<file path="config.mk">
export PLATFORM = sky130hd
export DESIGN_NAME = branch_hazard_ctrl
export DESIGN_NICKNAME = d
export VERILOG_FILES = /design/src/rtl/branch_hazard_ctrl.sv
export SDC_FILE = /design/constraint.sdc
export NUM_CORES = 1
export LEC_CHECK = 0
export ABC_CLOCK_PERIOD_IN_PS = 2300
export CORE_MARGIN = 10
export CORE_UTILIZATION = 49
export DETAILED_ROUTE_END_ITERATION = 8
export PLACE_DENSITY = 0.78
export REMOVE_ABC_BUFFERS = 1
export SYNTH_ARGS = -nofsm -noshare
export SYNTH_HDL_FRONTEND = slang
export SYNTH_SLANG_ARGS = --single-unit
</file>
<file path="constraint.sdc">
create_clock -name clk -period 2.3 [get_ports clk]
set_input_delay 0.23 -clock clk [delete_from_list [all_inputs] [get_ports clk]]
set_output_delay 0.23 -clock clk [all_outputs]
set_load 0.03 [all_outputs]
</file>
<file path="src/rtl/branch_hazard_ctrl.sv">
// Branch hazard control for the D-stage comparator: tracks pending writes in E/M/W,
// stalls unresolved branches, selects forwarding sources and counts branch stalls.
module branch_hazard_ctrl #(
    parameter int CNT_W = 16
) (
    input  logic             clk,
    input  logic             reset,
    input  logic             pipe_en,
    input  logic             d_valid,
    input  logic             d_is_branch,
    input  logic [4:0]       d_rs,
    input  logic [4:0]       d_rt,
    input  logic             d_wr_en,
    input  logic [4:0]       d_wr_reg,
    input  logic             d_is_load,
    output logic             stall,
    output logic [1:0]       fwd_sel1,
    output logic [1:0]       fwd_sel2,
    output logic             cmp_judge,
    output logic [CNT_W-1:0] stall_cnt
);

    typedef struct packed {
        logic       vld;
        logic       wr_en;
        logic [4:0] wr_reg;
        logic       is_load;
    } slot_t;

    localparam slot_t SLOT_EMPTY = '0;

    slot_t            r_e;
    slot_t            r_m;
    slot_t            r_w;
    logic [CNT_W-1:0] r_cnt;

    slot_t            w_d_slot;
    logic             w_br;
    logic [2:0]       w_res1;
    logic [2:0]       w_res2;
    logic             w_stall;
    logic             w_sat;

    function automatic logic slot_hit(input slot_t s, input logic [4:0] r);
        return s.vld & s.wr_en & (s.wr_reg == r) & (r != 5'd0);
    endfunction

    // Result is {stall, sel[1:0]}; M is checked before W because it is the younger producer.
    function automatic logic [2:0] resolve(input slot_t e, input slot_t m,
                                           input slot_t w, input logic [4:0] r);
        if (slot_hit(e, r)) begin
            return 3'b100;
        end else if (slot_hit(m, r)) begin
            return m.is_load ? 3'b100 : 3'b010;
        end else if (slot_hit(w, r)) begin
            return 3'b001;
        end
        return 3'b000;
    endfunction

    always_comb begin
        w_d_slot = '{vld: d_valid, wr_en: d_wr_en, wr_reg: d_wr_reg, is_load: d_is_load};
        // Gating with reset keeps every output quiet while reset is held low.
        w_br     = reset & d_valid & d_is_branch;
        w_res1   = resolve(r_e, r_m, r_w, d_rs);
        w_res2   = resolve(r_e, r_m, r_w, d_rt);
        w_stall  = w_br & (w_res1[2] | w_res2[2]);
        w_sat    = &r_cnt;
    end

    always_comb begin
        stall     = w_stall;
        cmp_judge = w_br & ~w_stall;
        fwd_sel1  = 2'b00;
        fwd_sel2  = 2'b00;
        if (w_br && !w_stall) begin
            fwd_sel1 = w_res1[1:0];
            fwd_sel2 = w_res2[1:0];
        end
        stall_cnt = r_cnt;
    end

    always_ff @(posedge clk) begin
        if (!reset) begin
            r_e   <= SLOT_EMPTY;
            r_m   <= SLOT_EMPTY;
            r_w   <= SLOT_EMPTY;
            r_cnt <= '0;
        end else if (pipe_en) begin
            r_w <= r_m;
            r_m <= r_e;
            // A stall holds D in place, so E receives a bubble instead of D.
            r_e <= w_stall ? SLOT_EMPTY : w_d_slot;
            if (w_stall && !w_sat) begin
                r_cnt <= r_cnt + 1'b1;
            end
        end
    end

endmodule
</file>
==> reports/results.ini <==
[min_path]
hp-class = reg -> reg

[sta]
timing.final.crit_share = 0.986
grt_setup_unrepaired = yes
setup_viol = 0
worst_pin_slew_ns = 0.416
relSlewSlack = 0.723
fmax_mhz = 441
fin_skew_ns = 0.00341
finalWorstSetupSlack_ns = 0.0332
finalMaxSlewViolations = 0
period_needed_ns = 2.27
hold_viol = 0

[clocking]
cts_made_buffers = 5
numClockSinks = 39
cts_tree = built
clockBufferDepth = 2
clk_latency_ns = 0.29
htree_levels = 2
path_clk_slew_ns = 0.07
cts_hold_buf = 0
cts_root_buf = clkbuf_8

[critical_path]
end_kind = primary output
crit_path_max_incr_delay_ns = 0.54
worstSetupPathType = in -> out
slowest_stage = or4_4
required_ns = 2.07
crit_family = simple AND/OR/NAND/NOR gates
crit_fanout = 3
path_buf_inv = 2
reg2reg_slack_ns = 0.17
arrival_ns = 2.04
path_common_cell = nor4_4
worstPathCellList = buf_2 > or4_4 > nor2_4 > nor4_4 > a31oi_4 > and2_4 > nand4_4 > nor4_4 > buf_6
startpoint_type = primary input

[grt]
grt.total_usage = 0.157
grt_first_pass_wirelength_mm = 9.58
antenna_found_initial = 0
grt_max_degree = 50
overflow = 0
grt_pass1_vias = 1932

[logic_synthesis]
synth_seq_cells = 39
ys_seq_area_frac = 0.357
avgSynthCellArea_um2 = 9.23
synth_area_mm2 = 0.00219
synth_cells = 237
synth.distinct_cells = 33
yosys_warnings = 0

[layout]
final_util = 0.720
drive_gt1_frac = 0.266
antennaDiodeCount = 0
final_net_count = 332
area_growth_syn_to_layout_pct = 42.3

[drt]
drc = 0
maxUsedRoutingLayer = met4
wl_mm = 5.92
drt-wirelength-per-cell_um = 16.5
wl_met1_mm = 2.64
via_per_inst = 5.42
met3RoutedLength_um = 359
wl_met2_mm = 2.83
firstDrtPassIters = 4
via_count = 1950
drt_iter0_markers = 120
antenna_left = 0

[pwr]
p_leak_nw = 1.27
vdd_drop_max_v = 0.000410
power-per-cell-area_mw_per_mm2 = 428

[floorplan]
fp-row-count = 24
core_area_mm2 = 0.00432
dieArea_mm2 = 0.00754
die_w_um = 86.8
dieHeight_um = 86.8
start_util = 0.506
io_pins = 44

[place]
io_buffers = 43
place.gp.congestion = 0.875
dp_slack_ns = -0.338
dpl.hpwl_mm = 4.13

[flow_run]
maxCapViolations = 0

[status]
status = complete, no violations

==> through the flow <==
stage	TNS, ns	cells	instance area (um2)	hold slack (ns)	power [mW]
2_1_floorplan	-1.05	227	2150	0.352	0.797
3_3_place_gp	-2.79	349	2840	0.475	0.899
3_5_place_dp	-3.91	349	2840	0.486	0.902
4_1_cts	0	359	3050	0.496	1.34
5_1_grt	-0.0720	360	3110	0.513	1.39
6_report	0	360	3110	0.493	1.33
==> cell usage in the layout, fill, tap and decap left out, types with 5 or more instances in the layout <==
cell type / netlist / layout
and2_1: 9 / 9
dfxtp_1: 39 / 30
nand2_1: 18 / 17
nand4_1: 11 / 11
nor2b_1: 24 / 24
xnor2_2: 0 / 6
dfxtp_4: 0 / 5
dlygate4sd2_1: 0 / 6
buf_4: 1 / 34
nand2b_1: 9 / 8
xnor2_1: 18 / 12
nand3_1: 8 / 8
clkdlybuf4s50_1: 0 / 27
a32o_1: 8 / 8
xor2_1: 18 / 17
clkbuf_8: 0 / 5
mux2i_1: 25 / 25
nor2_1: 5 / 5
==> worst min-delay path: cells and delay by family (launching register included) <==
family | cells | cell delay (ns)
flip-flops | 1 | 0.33
multiplexers | 1 | 0.06
AND/OR/NAND/NOR | 1 | 0.06
==> state kept, by name (all words and copies together) (netlist names) <==
register	count
stall_cnt	16
r_w	7
r_e	8
r_m	8
==> logic make-up after synthesis <==
family,after synthesis,synth area share
AO/OA/AOI/OAI,16,0.0738
XOR/XNOR,36,0.144
adder cells (fa/ha/maj),1,0.00572
buffers and inverters,15,0.0275
flip-flops,39,0.357
multiplexers,25,0.114
AND/OR/NAND/NOR,105,0.277
==> per-layer routing <==
metal | global-route usage | vias to the layer above
met5 | 0 | -
met2 | 0.242 | 57
met4 | 0.0604 | 0
li1 | - | 965
met3 | 0.0432 | 7
met1 | 0.201 | 921
==> path summary, 6_finish.rpt <==
path,startpoint,end,cells past startpoint
max,d_rt[2],fwd_sel2[0],9
min,stall_cnt[9],stall_cnt[9],2
max reg2reg,stall_cnt[0],stall_cnt[14],8
min reg2reg,stall_cnt[9],stall_cnt[9],2
==> power by group <==
| group | switching (mW) | internal [mW] |
|---|---|---|
| Combinational | 0.0886 | 0.104 |
| Clock | 0.229 | 0.201 |
| Sequential | 0.0214 | 0.688 |
| Total | 0.338 | 0.993 |
==> synth_stat cells (all sizes together) <==
library cell / count / area, um2
or3: 1 / 6.26
or2: 1 / 6.26
a31oi: 1 / 21.3
nand4: 12 / 81.3
ha: 1 / 12.5
a32o: 8 / 80.1
clkbuf: 7 / 26.3
and2: 10 / 65.1
dfxtp: 39 / 781
mux2i: 25 / 250
buf: 3 / 15.0
nor3: 4 / 20.0
a211oi: 4 / 30.0
xor2: 18 / 158
o21ai: 1 / 8.76
a21oi: 2 / 21.3
nand2b: 9 / 56.3
nor2b: 24 / 150
nor4b: 1 / 15.0
xnor2: 18 / 158
nor4: 5 / 31.3
nor2: 6 / 25.0
nand3: 8 / 40.0
and3: 2 / 12.5
or4: 2 / 15.0
nor3b: 2 / 15.0
inv: 5 / 18.8
nand2: 18 / 67.6
==> cell type report <==
cell class                      count  area (um2)
Inverter                            5        18.8
Clock buffer                        5        68.8
Timing Repair Buffer               75         652
Sequential cell                    39         805
Tap cell                           52        65.1
Multi-Input combinational cell    183        1500
Clock inverter                      1        7.51
Fill cell                         330        1210
==> timing repair <==
action / in CTS / in global routing
resized for setup: 51 / 11
pin swaps: 15 / 5
endpoints found under the setup margin: 6 / 6
setup buffers: 5 / 1
Power figures use the tool's default switching activity.
